`src/rtl/tdc_pkg.sv`:
```
// Shared widths, readout word layout and arbiter state encoding for the TDC readout arbiter.
// Latency: n/a (declarations only).
// Backpressure: n/a.
package tdc_pkg;

    localparam int TDC_W  = 12;
    localparam int BC_W   = 7;
    localparam int CHID_W = 3;

    // One readout word as it sits in the output buffer: {ch_id, bc_time, tdc}.
    typedef struct packed {
        logic [CHID_W-1:0] ch_id;
        logic [BC_W-1:0]   bc_time;
        logic [TDC_W-1:0]  tdc;
    } tdc_word_t;

    localparam int WORD_W = $bits(tdc_word_t);

    typedef enum logic [1:0] {
        IDLE  = 2'd0,
        GRANT = 2'd1,
        HOLD  = 2'd2
    } arb_state_t;

endpackage

```
`src/rtl/tdc_arb_fifo.sv`:
```
// Synchronous output buffer for readout words, with occupancy count, full and empty flags.
// Latency: a word written at a clock edge is visible at the head after that edge (no fall-through).
// Backpressure: writes are ignored when full, reads are ignored when empty.
// Ports: i_clk/i_rst clock and async active-high reset; i_wr_en/i_wr_dat write side;
//        i_rd_en read strobe; o_rd_dat head word (zero while empty); o_count/o_full/o_empty status.
module tdc_arb_fifo #(
    parameter int DEPTH = 8,
    parameter int W     = 22
) (
    input  logic                   i_clk,
    input  logic                   i_rst,
    input  logic                   i_wr_en,
    input  logic [W-1:0]           i_wr_dat,
    input  logic                   i_rd_en,
    output logic [W-1:0]           o_rd_dat,
    output logic [$clog2(DEPTH):0] o_count,
    output logic                   o_full,
    output logic                   o_empty
);

    localparam int            AW       = $clog2(DEPTH);
    localparam logic [AW:0]   CNT_FULL = (AW+1)'(DEPTH);
    localparam logic [AW:0]   CNT_ONE  = (AW+1)'(1);
    localparam logic [AW-1:0] PTR_ONE  = AW'(1);

    logic [W-1:0]  r_mem [DEPTH];
    logic [AW-1:0] r_wr_ptr;
    logic [AW-1:0] r_rd_ptr;
    logic [AW:0]   r_count;
    logic          w_wr;
    logic          w_rd;

    assign o_full  = (r_count == CNT_FULL);
    assign o_empty = (r_count == '0);
    assign o_count = r_count;
    assign w_wr    = i_wr_en && !o_full;
    assign w_rd    = i_rd_en && !o_empty;

    // Head is forced to zero while empty so the output is defined out of reset.
    assign o_rd_dat = o_empty ? '0 : r_mem[r_rd_ptr];

    always_ff @(posedge i_clk) begin
        if (w_wr) begin
            r_mem[r_wr_ptr] <= i_wr_dat;
        end
    end

    always_ff @(posedge i_clk or posedge i_rst) begin
        if (i_rst) begin
            r_wr_ptr <= '0;
            r_rd_ptr <= '0;
            r_count  <= '0;
        end else begin
            if (w_wr) begin
                r_wr_ptr <= r_wr_ptr + PTR_ONE;
            end
            if (w_rd) begin
                r_rd_ptr <= r_rd_ptr + PTR_ONE;
            end
            case ({w_wr, w_rd})
                2'b10:   r_count <= r_count + CNT_ONE;
                2'b01:   r_count <= r_count - CNT_ONE;
                default: r_count <= r_count;
            endcase
        end
    end

endmodule

```
`src/rtl/tdc_readout_arb.sv`:
```
// Round-robin readout arbiter: grants one ready TDC channel, buffers {ch_id, bc_time, tdc} in a FIFO.
// Latency: ch_ack one cycle after ch_rdy is sampled in IDLE; out_valid the cycle after the grant.
// Backpressure: no grant while the FIFO is full; requests stall (never dropped) until out_ready drains it.
// Ports: clk300/reset (async active-high); en grant enable; bc_time sampled at grant;
//        ch_rdy/ch_data per-channel request and value; ch_ack one-hot grant pulse;
//        out_valid/out_ready/out_data buffered output; fifo_full buffer full flag.
// Optional: define TDC_ARB_STATS_EN to add stall_cnt, a saturating count of IDLE cycles
//           blocked only by a full buffer.
module tdc_readout_arb
    import tdc_pkg::*;
#(
    parameter int NUM_CH     = 4,
    parameter int FIFO_DEPTH = 8
) (
    input  logic                         clk300,
    input  logic                         reset,
    input  logic                         en,
    input  logic [BC_W-1:0]              bc_time,
    input  logic [NUM_CH-1:0]            ch_rdy,
    input  logic [NUM_CH-1:0][TDC_W-1:0] ch_data,
    output logic [NUM_CH-1:0]            ch_ack,
    output logic                         out_valid,
    input  logic                         out_ready,
    output logic [WORD_W-1:0]            out_data,
    output logic                         fifo_full
`ifdef TDC_ARB_STATS_EN
    ,
    output logic [15:0]                  stall_cnt
`endif
);

    localparam int                CW        = $clog2(FIFO_DEPTH) + 1;
    localparam logic [CW-1:0]     CNT_FULL  = CW'(FIFO_DEPTH);
    localparam int                MAX_CH    = 1 << CHID_W;
    localparam logic [CHID_W-1:0] LAST_INIT = CHID_W'(NUM_CH - 1);

    arb_state_t        r_state;
    arb_state_t        w_next;
    logic [CHID_W-1:0] r_last;
    logic [CHID_W-1:0] r_grant;
    logic [CHID_W-1:0] w_sel;
    logic [CHID_W-1:0] w_cand;
    logic              w_found;
    logic [MAX_CH-1:0] w_req;
    logic [TDC_W-1:0]  w_tdc;
    tdc_word_t         w_wr_word;
    logic [CW-1:0]     w_count;
    logic              w_full;
    logic              w_empty;
    logic              w_can_write;

    // Requests padded to the full ch_id range so a ch_id-wide index is always in range.
    always_comb begin
        w_req             = '0;
        w_req[NUM_CH-1:0] = ch_rdy;
    end

    // Round-robin pick: first ready channel searching upward from last_grant+1, wrapping.
    always_comb begin
        w_found = 1'b0;
        w_sel   = r_last;
        w_cand  = '0;
        for (int i = 1; i <= NUM_CH; i++) begin
            w_cand = CHID_W'((int'(r_last) + i) % NUM_CH);
            if (!w_found && w_req[w_cand]) begin
                w_found = 1'b1;
                w_sel   = w_cand;
            end
        end
    end

    assign w_can_write = (w_count != CNT_FULL);

    always_comb begin
        w_next = r_state;
        case (r_state)
            IDLE:    if (en && w_can_write && w_found) w_next = GRANT;
            GRANT:   w_next = HOLD;
            HOLD:    w_next = IDLE;
            default: w_next = IDLE;
        endcase
    end

    always_ff @(posedge clk300 or posedge reset) begin
        if (reset) begin
            r_state <= IDLE;
            r_grant <= '0;
            r_last  <= LAST_INIT;
        end else begin
            r_state <= w_next;
            if (r_state == IDLE && w_next == GRANT) begin
                r_grant <= w_sel;
            end
            if (r_state == GRANT) begin
                r_last <= r_grant;
            end
        end
    end

    always_comb begin
        ch_ack = '0;
        w_tdc  = '0;
        for (int i = 0; i < NUM_CH; i++) begin
            ch_ack[i] = (r_state == GRANT) && (r_grant == CHID_W'(i));
            if (r_grant == CHID_W'(i)) begin
                w_tdc = ch_data[i];
            end
        end
    end

    always_comb begin
        w_wr_word.ch_id   = r_grant;
        w_wr_word.bc_time = bc_time;
        w_wr_word.tdc     = w_tdc;
    end

    tdc_arb_fifo #(
        .DEPTH (FIFO_DEPTH),
        .W     (WORD_W)
    ) u_fifo (
        .i_clk    (clk300),
        .i_rst    (reset),
        .i_wr_en  (r_state == GRANT),
        .i_wr_dat (w_wr_word),
        .i_rd_en  (out_ready),
        .o_rd_dat (out_data),
        .o_count  (w_count),
        .o_full   (w_full),
        .o_empty  (w_empty)
    );

    assign out_valid = !w_empty;
    assign fifo_full = w_full;

`ifdef TDC_ARB_STATS_EN
    always_ff @(posedge clk300 or posedge reset) begin
        if (reset) begin
            stall_cnt <= '0;
        end else if (r_state == IDLE && en && (|ch_rdy) && w_full && stall_cnt != 16'hFFFF) begin
            stall_cnt <= stall_cnt + 16'd1;
        end
    end
`endif

endmodule

```
`config.mk`:
```
export PLATFORM = sky130hd
export DESIGN_NAME = tdc_readout_arb
export DESIGN_NICKNAME = d
export VERILOG_FILES = /design/src/rtl/tdc_pkg.sv /design/src/rtl/tdc_arb_fifo.sv /design/src/rtl/tdc_readout_arb.sv
export SDC_FILE = /design/constraint.sdc
export NUM_CORES = 1
export LEC_CHECK = 0
export BUFFER_PORTS_ARGS = -buffer_cell sky130_fd_sc_hd__buf_2
export CORE_ASPECT_RATIO = 1.75
export CORE_UTILIZATION = 60
export CTS_BUF_LIST = sky130_fd_sc_hd__clkbuf_8
export DETAILED_ROUTE_END_ITERATION = 10
export PLACE_DENSITY_LB_ADDON = 0.08
export RECOVER_POWER = 100
export SKIP_CTS_REPAIR_TIMING = 1
export SLEW_MARGIN = 20
export SYNTH_ARGS = -nofsm -noshare
export SYNTH_HDL_FRONTEND = slang
export SYNTH_HIERARCHICAL = 1
export SYNTH_SLANG_ARGS = --single-unit
```
`constraint.sdc`:
```
create_clock -name clk300 -period 3.4 [get_ports clk300]
set_input_delay 0 -clock clk300 [delete_from_list [all_inputs] [get_ports clk300]]
set_output_delay 0 -clock clk300 [all_outputs]
set_load 0.02 [all_outputs]
```
==> results of run 1 <==
## report_power, final
group	leakage, nW	switching [mW]	internal (mW)
Combinational	1.20	1.48	1.20
Clock	0.196	0.813	0.675
Sequential	1.78	0.331	3.12
## cells by family (layout without fill, tap and decap cells)
family	after synthesis	in the layout
simple gates	56	56
compound gates	38	38
mux	63	63
fa+ha+maj	5	5
flops	193	193
xor+xnor	7	7
buf+inv	31	156
## state kept, by name (all words and copies together) (netlist names)
name,cells
u_fifo/r_rd_ptr,3
r_last,2
r_grant,3
u_fifo/r_mem,176
r_state,2
u_fifo/r_wr_ptr,3
u_fifo/o_count,4
## synthesized netlist by cell type (all sizes together), types with 4 or more instances
master,count
edfxtp,176
mux4,56
a22o,22
buf,18
nor2b,16
dfrtp,15
nor2,11
inv,8
clkbuf,5
ha,5
mux2,5
xnor2,5
a21oi,4
nand2b,4
nor4,4
## worst min path at each step
stage                             end  slack, ps  cells after the start
2_1_floorplan  r_grant[0]$_DFFE_PP0P_       -200                      1
3_3_place_gp     r_state[1]$_DFF_PP0_        -30                      2
3_5_place_dp     r_state[1]$_DFF_PP0_        -20                      2
4_1_cts          r_state[1]$_DFF_PP0_       -520                      2
5_1_grt        r_grant[1]$_DFFE_PP0P_         30                      3
6_report         r_state[1]$_DFF_PP0_         20                      3
## metal layers
layer  up-vias  wire length, µm
met5         -                0
met4         0              267
met2       148             8450
li1       1884                -
met3        23              695
met1      2187             5850
## worst max-delay path: stages (launching register included)
cell and delay (ps):
dfrtp_2 560, clkbuf_2 660, mux4_1 650, a22o_1 260
clkbuf_1 170
## area by class of cell
class / count / area [µm²]
Clock buffer: 17 / 234
Tap cell: 174 / 218
Fill cell: 908 / 4120
Multi-Input combinational cell: 169 / 2250
Clock inverter: 15 / 175
Sequential cell: 193 / 5710
Inverter: 8 / 30.0
Timing Repair Buffer: 116 / 638
## metrics by stage
stage,cells,area [µm²]
3_5_place_dp,648,8820
4_1_cts,680,9230
6_report,692,9260
5_1_grt,692,9260
3_3_place_gp,648,8820
2_1_floorplan,393,8180
==> impl_metrics.ini, run 1 <==
[run_status]
status = finished, final reports clean

[critical_path]
arrival_ps = 2760
rr_endpoint = u_fifo/o_count[3]$_DFFE_PP0P_
endpoint = out_data[21]
end_kind = output pin
cp-start-kind = flop
critical_path_class = reg2out
r2r_cells = 6
path_max_fanout = 22
required_ps = 3400
setup.worst_path.start = u_fifo/r_rd_ptr[0]$_DFFE_PP0P_
r2r_start = u_fifo/o_count[0]$_DFFE_PP0P_
r2r_slack_ps = 720

[synthesis]
ys_seq_elements = 193
synth_xor_area_frac = 0.00749
ys_types = 51
syn_avg_cell_area_um2 = 20.8
synth_top_area_frac = 0.646
async_flop_share = 0.0881
ys_seq_area_frac = 0.698
synth_fp_nets = 461
syn_inst = 393
netlist_area_um2 = 8180
synth.area.mux_share = 0.175
ys.flop_type = edfxtp_1
synth_top_family_by_area = multiplexers
synthSimpleGateAreaFrac = 0.0473
synth_adder_area_share = 0.00765
ys_warn_count = 6
yosysTopAreaCell = edfxtp_1
synth.area.top_cells = edfxtp_1 65%, mux4_2 8.8%, mux4_1 7.7%
synth_edf_count = 176
synth-compound-area-share = 0.0387

[detailed_routing]
vias = 4242
wl_per_cell_um = 22.1
ant_nets = 0
drtIter0Drc = 291
dr.pass1.iters = 4
vias_per_cell = 6.13
wirelength_mm = 15.3
route.detailed.drc = 0

[floorplanning]
rows = 56
core_region_area_um2 = 13400
die_area_um2 = 14100
start_util = 0.611
die_x_um = 90.3
dieHeight_um = 156
io_pins = 91

[grt]
gr-usage-met2 = 0.429
grt_pass1_wl_mm = 23.6
grt_busiest_layer = met2
grtUsageTotal = 0.231
globalRouteMet1Util = 0.265
grt_pass1_vias = 4409
grt_max_degree = 39
antenna_found_initial = 0
overflow = 0
grtUsageMet3 = 0.0418

[layout]
final_common_cell = edfxtp_1
fin_nets = 573
fin_util = 0.692
diodes = 0
layout_common_cells = 176 x edfxtp_1, 58 x buf_2, 34 x clkbuf_1
syn_to_final_growth_pct = 13.2
drive_gt1_frac = 0.286

[timing]
hold_slack_ps = 21.9
min_period_over_period = 0.812
period_minus_slack_ps = 2760
tightest_slew_ps = 1150
finalSetupTns_ps = 0
finClkSkew_ps = 16.2
slew-limit-headroom = 0.232
hold_violations = 0
max_freq_mhz = 362
rsz0062_at_grt = no
drv_slew = 0
fin_ws_ps = 639
setup_viol = 0

[flow_run]
cap_violations = 0

[power_and_ir_drop]
fin_total_pwr_mw = 7.62
power_density_nw_per_um2 = 823
p_leak_nw = 3.18
peakVddDrop_mv = 0.542

[clock_network]
clock-sinks = 193
h-tree-depth = 4
clk_path_buf_depth = 2
cts_made_buffers = 17
clkTransAtPathRegs_ps = 100
cts-root-buf = clkbuf_8
insertion_delay_ps = 450
cts_tree = done

[min_path]
hold_class = in2async

[place]
numPortBuffers = 90
dp_hpwl_mm = 9.26
dpl_worst_slack_ps = 870
gp_congestion = 0.751
Note: power is estimated with default switching activity, not from simulation.
==> run 2: changes to the inputs <==
--- a/config.mk
+++ b/config.mk
@@ -7,7 +7,7 @@
 export LEC_CHECK = 0
 export BUFFER_PORTS_ARGS = -buffer_cell sky130_fd_sc_hd__buf_2
 export CORE_ASPECT_RATIO = 1.75
-export CORE_UTILIZATION = 60
+export CORE_UTILIZATION = 55
 export CTS_BUF_LIST = sky130_fd_sc_hd__clkbuf_8
 export DETAILED_ROUTE_END_ITERATION = 10
 export PLACE_DENSITY_LB_ADDON = 0.08
==> constraint.sdc (replaced) <==
create_clock -name clk300 -period 2.4 [get_ports clk300]
set_input_delay 0 -clock clk300 [delete_from_list [all_inputs] [get_ports clk300]]
set_output_delay 0 -clock clk300 [all_outputs]
set_load 0.02 [all_outputs]
==> run 2 against run 1 <==
Compared with the run above: count of clock-buffer cells in the layout did not move; flip-flop and latch count unchanged; via count down 1.5%; combinational power rose by 56%; sequential share of layout area down 1.1 points.
==> impl_metrics.ini, run 2 (synthesis gave the netlist of run 1 again) <==
[grt]
overflow = 0
antenna_found_initial = 0
grt_pass1_wl_mm = 24.2
grtUsageTotal = 0.221
grt_max_degree = 45
grt_pass1_vias = 4566

[layout]
top_register = u_fifo/r_mem
multi_input_area_um2 = 2300
stdcell_area_um2 = 9420
drive_gt1_frac = 0.340
layout_common_cells = 176 x edfxtp_1, 58 x buf_2, 32 x mux4_2
syn_to_final_growth_pct = 15.2
n_fill_cell = 1008
largest_register_ffs = 176
diodes = 0
final_common_cell = edfxtp_1
seqCellArea_um2 = 5710
fin_nets = 582

[critical_path]
required_ps = 2710
slowest_delay_ps = 590
cp_top_family = compound AO/OA/AOI/OAI gates
timing.critical_path.buf_inv = 0
path_cells = or4b_4, nand2_4, ha_2, o41ai_1, o221ai_2
path_max_fanout = 8
slowest_stage = o41ai_1
rr_endpoint = u_fifo/o_count[3]$_DFFE_PP0P_
arrival_ps = 2670
cp-start-kind = flop
r2r_slack_ps = 40
end_kind = flop
r2r_start = u_fifo/o_count[0]$_DFFE_PP0P_
r2r_cells = 5
critical_path_class = reg2reg

[clock_network]
cts_tree = done
clock-sinks = 193
clk_path_buf_depth = 2
insertion_delay_ps = 450
cts-root-buf = clkbuf_8
h-tree-depth = 4
cts_made_buffers = 17
clkTransAtPathRegs_ps = 100

[timing]
min_period_over_period = 0.982
finalSetupTns_ps = 0
fin_ws_ps = 42.3
setup_viol = 0
max_freq_mhz = 424
slew-limit-headroom = 0.391
period_minus_slack_ps = 2360
drv_slew = 0
hold_violations = 0
tightest_slew_ps = 905
finClkSkew_ps = 14.8

[power_and_ir_drop]
power.share.clock = 0.193
switching_share = 0.343
peakVddDrop_mv = 0.816
seq_power_share = 0.430
p_leak_nw = 3.29
combPwrFrac = 0.377
power_switching_mw = 3.80
internal_power_mw = 7.29
power_density_nw_per_um2 = 1180

[detailed_routing]
vias_per_cell = 5.91
wl_per_cell_um = 22.2
drtIter0Drc = 249
ant_nets = 0
route.detailed.drc = 0
vias = 4177
wirelength_mm = 15.7
dr.pass1.iters = 4

[place]
dpl_worst_slack_ps = 38.1
dpl_cell_area_um2 = 8920
dp_hpwl_mm = 9.48
numPortBuffers = 90
gp_congestion = 0.804

[floorplanning]
die_area_um2 = 15400
start_util = 0.566
die_x_um = 94.2
io_pins = 91
dieHeight_um = 163
core_region_area_um2 = 14400
rows = 58

[flow_run]
cap_violations = 0

[min_path]
hold_class = in2async

[run_status]
status = finished, final reports clean
[run 2: changes by cell type in the layout (fill, tap and decap cells not counted), sizes merged]
cell      change
inv           +4
buf           +5
clkinvlp      -2
clkinv        -2
clkbuf        +4
[run 2: power groups by stage]
stage	Sequential, mW	Combinational, mW	Clock, mW
final	4.77	4.19	2.14
after global routing	4.84	4.55	2.30
after CTS	4.78	4.25	2.18
after detailed placement	4.85	4.25	0
after global placement	4.81	4.14	0
after floorplan	4.67	3.24	0
[run 2: worst min-delay path: stages]
cell and delay, ps:
dlygate4sd3_1 530, clkbuf_1 110, inv_1 230
[run 2: worst max path at each step]
stage                                        from                            end  slack (ps)  depth (start not counted)
CTS                 u_fifo/o_count[0]$_DFFE_PP0P_  u_fifo/o_count[3]$_DFFE_PP0P_           1                          6
global placement    u_fifo/o_count[0]$_DFFE_PP0P_  u_fifo/o_count[3]$_DFFE_PP0P_         150                          6
floorplan           u_fifo/o_count[0]$_DFFE_PP0P_  u_fifo/o_count[3]$_DFFE_PP0P_          30                          7
detailed placement  u_fifo/o_count[0]$_DFFE_PP0P_  u_fifo/o_count[3]$_DFFE_PP0P_          40                          6
global route        u_fifo/o_count[0]$_DFFE_PP0P_  u_fifo/o_count[3]$_DFFE_PP0P_         -30                          6
finish              u_fifo/o_count[0]$_DFFE_PP0P_  u_fifo/o_count[3]$_DFFE_PP0P_          40                          5
[run 2: cell type report]
type	instances	share of cell area
Tap cell	180	0.0239
Clock inverter	15	0.0182
Multi-Input combinational cell	169	0.245
Sequential cell	193	0.606
Inverter	8	0.00319
Clock buffer	17	0.0248
Timing Repair Buffer	125	0.0790
[run 2: metrics by stage]
stage	utilization	power [mW]	cells	hold WS, ps
2_1_floorplan	-	7.91	393	-198
3_3_place_gp	0.618	8.95	663	-35.5
3_5_place_dp	0.618	9.10	663	-36.1
4_1_cts	0.646	11.2	695	-541
5_1_grt	0.653	11.7	707	14.0
6_report	0.653	11.1	707	17.3
[run 2: metal layers]
layer | GRT usage | up-vias | routed length (µm)
li1 | - | 1900 | -
met1 | 0.267 | 2143 | 6040
met2 | 0.393 | 128 | 8870
met3 | 0.0480 | 6 | 694
met4 | 0.0608 | 0 | 72
met5 | 0 | - | 0
